`config.mk`:
```
export PLATFORM = sky130hd
export DESIGN_NAME = unified_mem_arbiter
export DESIGN_NICKNAME = d
export VERILOG_FILES = /design/src/rtl/unified_mem_arbiter.sv
export SDC_FILE = /design/constraint.sdc
export NUM_CORES = 1
export LEC_CHECK = 0
export ABC_CLOCK_PERIOD_IN_PS = 2000
export CAP_MARGIN = 25
export CORE_AREA = 2 2 136 124
export CTS_CLUSTER_DIAMETER = 50
export DETAILED_ROUTE_END_ITERATION = 8
export DIE_AREA = 0 0 138 126
export GPL_TIMING_DRIVEN = 0
export PLACE_DENSITY_LB_ADDON = 0.15
export SLEW_MARGIN = 20
export SYNTH_ARGS = -nofsm -noshare
export SYNTH_HDL_FRONTEND = slang
export SYNTH_SLANG_ARGS = --single-unit
```
`constraint.sdc`:
```
create_clock -name clock -period 2 [get_ports clock]
set_input_delay 0.4 -clock clock [delete_from_list [all_inputs] [get_ports clock]]
set_output_delay 0.4 -clock clock [all_outputs]
set_load 0.05 [all_outputs]
```
`src/rtl/unified_mem_arbiter.sv`:
```
// Shares one single-ported, variable-latency memory between the fetch and load/store ports.
// Define ARB_ROUND_ROBIN_EN to alternate simultaneous requests instead of fixed dm priority.
module unified_mem_arbiter #(
  parameter int ADDR_WIDTH     = 32,
  parameter int DATA_WIDTH     = 32,
  parameter int TIMEOUT_CYCLES = 64
) (
  input  logic                    clock,
  input  logic                    reset,
  input  logic                    if_req,
  input  logic [ADDR_WIDTH-1:0]   if_addr,
  output logic                    if_gnt,
  output logic                    if_rvalid,
  output logic [DATA_WIDTH-1:0]   if_rdata,
  input  logic                    dm_req,
  input  logic                    dm_we,
  input  logic [DATA_WIDTH/8-1:0] dm_be,
  input  logic [ADDR_WIDTH-1:0]   dm_addr,
  input  logic [DATA_WIDTH-1:0]   dm_wdata,
  output logic                    dm_gnt,
  output logic                    dm_rvalid,
  output logic [DATA_WIDTH-1:0]   dm_rdata,
  output logic                    mem_req,
  output logic                    mem_we,
  output logic [DATA_WIDTH/8-1:0] mem_be,
  output logic [ADDR_WIDTH-1:0]   mem_addr,
  output logic [DATA_WIDTH-1:0]   mem_wdata,
  input  logic                    mem_gnt,
  input  logic                    mem_rvalid,
  input  logic [DATA_WIDTH-1:0]   mem_rdata,
  output logic                    err,
  output logic                    busy
);

  localparam int BE_WIDTH  = DATA_WIDTH / 8;
  localparam int CNT_WIDTH = $clog2(TIMEOUT_CYCLES);
  localparam logic [CNT_WIDTH-1:0] CNT_MAX = CNT_WIDTH'(TIMEOUT_CYCLES - 1);

  localparam logic [1:0] S_IDLE  = 2'd0;
  localparam logic [1:0] S_ISSUE = 2'd1;
  localparam logic [1:0] S_WAIT  = 2'd2;
  localparam logic [1:0] S_RESP  = 2'd3;

  localparam logic OWNER_FETCH = 1'b0;
  localparam logic OWNER_DM    = 1'b1;

  logic [1:0]            r_state;
  logic [CNT_WIDTH-1:0]  r_cnt;
  logic                  r_owner;
  logic                  r_if_gnt;
  logic                  r_dm_gnt;
  logic                  r_if_rvalid;
  logic                  r_dm_rvalid;
  logic [DATA_WIDTH-1:0] r_if_rdata;
  logic [DATA_WIDTH-1:0] r_dm_rdata;
  logic                  r_mem_req;
  logic                  r_mem_we;
  logic [BE_WIDTH-1:0]   r_mem_be;
  logic [ADDR_WIDTH-1:0] r_mem_addr;
  logic [DATA_WIDTH-1:0] r_mem_wdata;
  logic                  r_err;
  logic                  r_busy;

  logic                  w_any_req;
  logic                  w_pick_dm;
  logic                  w_timeout;
  logic                  w_done;
  logic [DATA_WIDTH-1:0] w_resp_data;

  assign w_any_req = if_req | dm_req;

`ifdef ARB_ROUND_ROBIN_EN
  logic r_last;

  // On a tie the port that was not served last wins.
  assign w_pick_dm = dm_req & (~if_req | (r_last == OWNER_FETCH));
`else
  assign w_pick_dm = dm_req;
`endif

  // A response arriving alongside the grant in ISSUE skips WAIT entirely.
  assign w_timeout   = (r_state == S_WAIT) && !mem_rvalid && (r_cnt == CNT_MAX);
  assign w_done      = ((r_state == S_ISSUE) && mem_gnt && mem_rvalid) ||
                       ((r_state == S_WAIT) && (mem_rvalid || w_timeout));
  assign w_resp_data = (w_timeout || r_mem_we) ? '0 : mem_rdata;

  always_ff @(posedge clock) begin
    if (reset) begin
      r_state     <= S_IDLE;
      r_cnt       <= '0;
      r_owner     <= OWNER_FETCH;
      r_if_gnt    <= 1'b0;
      r_dm_gnt    <= 1'b0;
      r_if_rvalid <= 1'b0;
      r_dm_rvalid <= 1'b0;
      r_if_rdata  <= '0;
      r_dm_rdata  <= '0;
      r_mem_req   <= 1'b0;
      r_mem_we    <= 1'b0;
      r_mem_be    <= '0;
      r_mem_addr  <= '0;
      r_mem_wdata <= '0;
      r_err       <= 1'b0;
      r_busy      <= 1'b0;
`ifdef ARB_ROUND_ROBIN_EN
      r_last      <= OWNER_FETCH;
`endif
    end else begin
      r_if_gnt    <= 1'b0;
      r_dm_gnt    <= 1'b0;
      r_if_rvalid <= 1'b0;
      r_dm_rvalid <= 1'b0;
      r_err       <= 1'b0;

      case (r_state)
        S_IDLE: begin
          if (w_any_req) begin
            r_state   <= S_ISSUE;
            r_busy    <= 1'b1;
            r_mem_req <= 1'b1;
            r_owner   <= w_pick_dm ? OWNER_DM : OWNER_FETCH;
`ifdef ARB_ROUND_ROBIN_EN
            r_last    <= w_pick_dm ? OWNER_DM : OWNER_FETCH;
`endif
            if (w_pick_dm) begin
              r_dm_gnt    <= 1'b1;
              r_mem_we    <= dm_we;
              r_mem_be    <= dm_be;
              r_mem_addr  <= dm_addr;
              r_mem_wdata <= dm_wdata;
            end else begin
              r_if_gnt    <= 1'b1;
              r_mem_we    <= 1'b0;
              r_mem_be    <= '1;
              r_mem_addr  <= if_addr;
              r_mem_wdata <= '0;
            end
          end
        end
        S_ISSUE: begin
          if (mem_gnt) begin
            r_mem_req <= 1'b0;
            r_cnt     <= '0;
            r_state   <= mem_rvalid ? S_RESP : S_WAIT;
          end
        end
        S_WAIT: begin
          if (w_done) begin
            r_state <= S_RESP;
          end else begin
            r_cnt <= r_cnt + 1'b1;
          end
        end
        S_RESP: begin
          r_state <= S_IDLE;
          r_busy  <= 1'b0;
        end
        default: begin
          r_state <= S_IDLE;
          r_busy  <= 1'b0;
        end
      endcase

      // Response data is registered here so it appears during RESP.
      if (w_done) begin
        if (r_owner == OWNER_DM) begin
          r_dm_rvalid <= 1'b1;
          r_dm_rdata  <= w_resp_data;
        end else begin
          r_if_rvalid <= 1'b1;
          r_if_rdata  <= w_resp_data;
        end
        r_err <= w_timeout;
      end
    end
  end

  assign if_gnt    = r_if_gnt;
  assign if_rvalid = r_if_rvalid;
  assign if_rdata  = r_if_rdata;
  assign dm_gnt    = r_dm_gnt;
  assign dm_rvalid = r_dm_rvalid;
  assign dm_rdata  = r_dm_rdata;
  assign mem_req   = r_mem_req;
  assign mem_we    = r_mem_we;
  assign mem_be    = r_mem_be;
  assign mem_addr  = r_mem_addr;
  assign mem_wdata = r_mem_wdata;
  assign err       = r_err;
  assign busy      = r_busy;

endmodule

```
Yosys cells after proc, flatten, opt, wreduce, memory -nomap -nowiden --
Cells that the tools add are included.
Operators by class: add/subtract/negate cells 1, equality and inequality tests 8, multiplexer cells 21, bitwise logic cells 5, reduce and logical (&&, ||, !) cells 22
Operators by type and width (number):
- 2-to-1 mux 32 bit | 3
- 2-to-1 mux 6 bit | 2
- one-hot mux 6 bit (2 select lines) | 1
- AND reduction 3 bit | 3
- 2-to-1 mux 1 bit | 8
- inequality test 2 bit (second input constant) | 4
- one-hot mux 2 bit (4 select lines) | 1
- AND reduction 2 bit | 4
- adder 6 x 1 -> 6 bit (second input constant) | 1
- == test 6 bit (second input constant) | 1
- 2-to-1 mux 2 bit | 3
- nonzero test 2 bit | 3
- logical AND 1 bit | 5
- == test 2 bit (second input constant) | 2
- 2-to-1 mux 4 bit | 1
- NOT 1 bit | 4
- one-hot mux 1 bit (2 select lines) | 2
- logical OR 1 bit | 3
- OR reduction 3 bit | 1
- == test 2 x 1 -> 1 bit (second input constant) | 1
- zero test 2 bit | 1
- OR reduction 2 bit | 1
- zero test 1 bit | 1
- OR 1 bit | 1
Word-level totals: register bits after elaboration 149

Logic depth before layout (Yosys ltp) --
depth in word-level cells 8, mapped depth 8

Worst setup path before layout --
Ideal clock, no wire load.
path type reg-to-reg, start point register r_state[0], end point register r_cnt[5], setup time 117 ps, data arrival time 1679 ps, required time 1883 ps, path slack 204 ps, cell stages (with the launch flop) 9, buffers on the path 2, period minus slack after synthesis 1796 ps, path through dfxtp_1 -> inv_1 -> ha_1 -> buf_2 -> nand2b_1 -> a21o_1 -> buf_6 -> a221o_1 -> a32o_1
Between the ends: longest elaborated chain between the ends 8
RTL lines:
- from (decl) | RTL line 47 | logic [1:0] r_state;
- from (signal assigned) | RTL line 144 | r_state <= mem_rvalid ? S_RESP : S_WAIT;
- == test 2 bit | RTL line 82, 84, 115
- logical AND 1 bit (2 in series) | RTL line 82 | assign w_timeout = (r_state == S_WAIT) && !mem_rvalid && (r_cnt == CNT_MAX);
- logical OR 1 bit | RTL line 84 | ((r_state == S_WAIT) && (mem_rvalid || w_timeout));
- logical AND 1 bit | RTL line 84
- logical OR 1 bit | RTL line 83 | assign w_done = ((r_state == S_ISSUE) && mem_gnt && mem_rvalid) ||
- inequality test 2 bit (no line)
- AND reduction 3 bit (no line)
- to (signal assigned) | RTL line 151 | r_cnt <= r_cnt + 1'b1;
- to (decl) | RTL line 48 | logic [CNT_WIDTH-1:0] r_cnt;
Several ways; a longest one is shown, not always the timed one. A chain may end at the register's enable or synchronous reset.

Final worst setup path --
start point register r_dm_rvalid, in the netlist dm_rvalid, end point output dm_rvalid
RTL lines:
- from (decl) | RTL line 53 | logic r_dm_rvalid;
- from (signal assigned) | RTL line 95 | r_dm_rvalid <= 1'b0;
- from (signal assigned) | RTL line 112 | r_dm_rvalid <= 1'b0;
- from (signal assigned) | RTL line 167 | r_dm_rvalid <= 1'b1;
- to (decl) | RTL line 21 | output logic dm_rvalid,
No word-level cell between the ends.

==> impl_metrics.ini <==
[sta]
max_freq_ghz = 0.505
skew_ns = 0.0109
relSlewSlack_pct = 58.0
finalSetupTns_ns = 0
tightest_slew_ns = 0.630
fin_crit_sh_pct = 98.9
final_max_slew_viol_count = 0
setup_violations = 0
finalHoldViolations = 0
period_minus_slack_ns = 1.98
whs_ns = 0.455

[yosys]
synthArstFlopShare_pct = 0
synth-main-ff-cell = dfxtp_1
avgSynthCellArea_sq_um = 10.0
syn_area_sq_um = 5510
ys_seq_area_share_pct = 54.2
synth.distinct_cells = 45
synth_nets = 695
syn_inst = 549
ys_ff_latch = 149
synth_warnings = 0
synth_edf_count = 0

[clock_network]
ctsHtreeMaxLevel = 4
clk_pin_slew_worst_paths_ns = 0.07
insertion_delay_ns = 0.43
cts_tree = built
ctsLongestPathBuffers = 2
cts_sinks = 149
cts_buffers = 17
clock-root-buffer = clkbuf_16

[cells_and_area]
final_layout_size_suffix_gt1_share_pct = 9.27
area_delta_synth_final_pct = 70.6
stdcell_area_sq_um = 9390
n_antenna_cell = 0
nNetsFinal = 996
layout.cells.non_filler = 1070

[die]
core_sq_um = 16000
initial_core_util_pct = 34.5
die_y_um = 126
die_x_um = 138
rows = 44
io_pins = 279
die_area_sq_um = 17400

[grt]
antenna_found_initial = 0
grt_pass1_wl_um = 29600
grt_pass1_vias = 5678
grt_max_degree = 17
grtUsageTotal_pct = 21.3
grt_overflow_total = 0

[worst_setup_path]
critPathTopFamily = buffers and inverters
critPathRequiredTime_ns = 1.60
crit_arrival_ns = 1.58
crit_buf_inv = 1
end_kind = output pin
crit_slowest_cell = clkdlybuf4s50_1
worstSetupStartpointType = flip-flop
reg2reg_depth = 9
regToRegEndpoint = if_rdata[4]$_SDFFE_PP0P_
cp_slowest_stage_delay_ns = 0.83
critical_path_depth = 1
regToRegStartpoint = r_state[0]$_SDFFE_PP0P_
cp_max_fo = 1
r2r_slack_ns = 0.07
path_class = reg2out
timing.critical_path.cells = clkdlybuf4s50_1

[place]
place_area_sq_um = 8550
place_inst = 1034
port_buffers = 278
place_congestion = 0.795
hpwlAfterDp_um = 13900

[power_and_ir_drop]
powerDensity_nw_per_um2 = 1300
leakage_nw = 4.92
total_power_mw = 12.2
ir_worst_vdd_v = 0.000703

[drt]
wirelength_um = 18700
drt_pass1_iterations = 4
post_drt_wl_per_cell_um = 17.4
ant_nets = 0
drt_iter0_drc = 211
drt_drc_violations_left = 0
vias_per_cell = 5.01
via_count = 5365

[hold_path]
min_to = mem_wdata[22]$_SDFFE_PP0P_
hold_path.class = reg2reg
min_from = mem_wdata[22]$_SDFFE_PP0P_
hold_depth = 2

[run]
max_cap_violations = 0

[run_status]
status = completed
## sequential cells by signal, summed over array words and instances, names as in the netlist
| name | flops |
|---|---|
| r_owner | 1 |
| if_rvalid | 1 |
| r_cnt | 6 |
| mem_wdata | 32 |
| mem_be | 4 |
| dm_gnt | 1 |
| mem_addr | 32 |
| dm_rvalid | 1 |
| r_state | 2 |
| dm_rdata | 32 |
| err | 1 |
| if_rdata | 32 |
| mem_req | 1 |
| if_gnt | 1 |
| busy | 1 |
| mem_we | 1 |
## repair_timing
action | in CTS | in global routing
pin swaps | 2 | 2
hold buffers | 0 | 0
setup endpoints to repair | 116 | 160
hold endpoints to repair | 0 | 0
resized for setup | 75 | 93
setup buffers | 2 | 2
## routing by layer
layer / global-route usage, % / vias up / wire length, um
met5: 0 / - / 0
met4: 8.16 / 0 / 409
met3: 8.97 / 27 / 1650
met2: 36.1 / 221 / 9110
met1: 23.9 / 2502 / 7500
li1: - / 2615 / -
## how the worst max path moves through the flow
stage,end,startpoint,slack (ns)
floorplan,r_cnt[5]$_SDFFE_PP0P_,r_state[0]$_SDFFE_PP0P_,0.20
global placement,if_rvalid$_SDFF_PP0_,reset,-0.36
detailed placement,mem_addr[27]$_SDFFE_PP0P_,reset,-0.37
CTS,mem_addr[12],mem_addr[12]$_SDFFE_PP0P_,0.0003
global route,dm_rvalid,dm_rvalid$_SDFF_PP0_,-0.02
finish,dm_rvalid,dm_rvalid$_SDFF_PP0_,0.02
## cells in the mapped netlist, types with 3 or more instances
cell,number,share of area (%)
a21oi_1,37,3.4
a22o_1,64,10
inv_1,4,0.27
ha_1,7,1.6
a211oi_1,34,4.6
dfxtp_1,149,54
o21ai_0,4,0.36
buf_1,7,0.48
clkbuf_1,23,1.6
mux2i_1,32,5.8
nor2_1,44,3.0
nand2_1,43,2.9
a31oi_1,3,0.34
nand3b_1,4,0.55
buf_2,16,1.5
nand3_1,40,3.6
## metrics by stage
step                      setup WS, ns  util (%)
after floorplan                  0.204         -
after global placement          -0.359      53.5
after detailed placement        -0.374      53.5
after CTS                     0.000347      57.4
after global routing           -0.0246      58.8
final                           0.0216      58.8
## cells in the final DEF, fill, tap and decap left out, types with 3 or more instances in the layout
cell type and instances:
nand3b_1 4, dlygate4sd2_1 52, clkbuf_16 17, nor2_1 44
clkinvlp_4 4, clkbuf_2 9, clkbuf_4 6, a31oi_1 3
mux2i_1 32, buf_1 3, a22o_1 64, a21oi_1 37
clkdlybuf4s50_1 157, buf_4 5, dlymetal6s2s_1 69, a211oi_1 34
nand3_1 40, buf_2 6, inv_6 4, dfxtp_1 148
ha_1 5, nand2_1 43, inv_1 3, o21ai_0 4
buf_6 7, clkbuf_1 15
## cells by family after synthesis
logic type                 count (synthesis)  share of synthesized area (%)
AOI/OAI and AO/OA                        161                           21.9
adders and majority gates                  7                           1.59
buffers and inverters                     52                           4.05
DFF                                      149                           54.2
muxes                                     32                           5.82
and+or+nand+nor                          148                           12.4
## layout make-up
cell class,instances,area [sq um]
fill,1381,6580
sequential,149,2990
timing repair buffer,282,2920
multi-input combinational,348,2340
clock buffer,17,425
buffer,47,270
tap,207,259
clock inverter,15,170
inverter,5,18.8
## power breakdown
part,switching [mW],internal (mW),total [mW]
clock network,1.36,1.87,3.23
logic,3.45,1.69,5.14
registers,0.295,3.51,3.81
(Power assumes the default switching activity.)
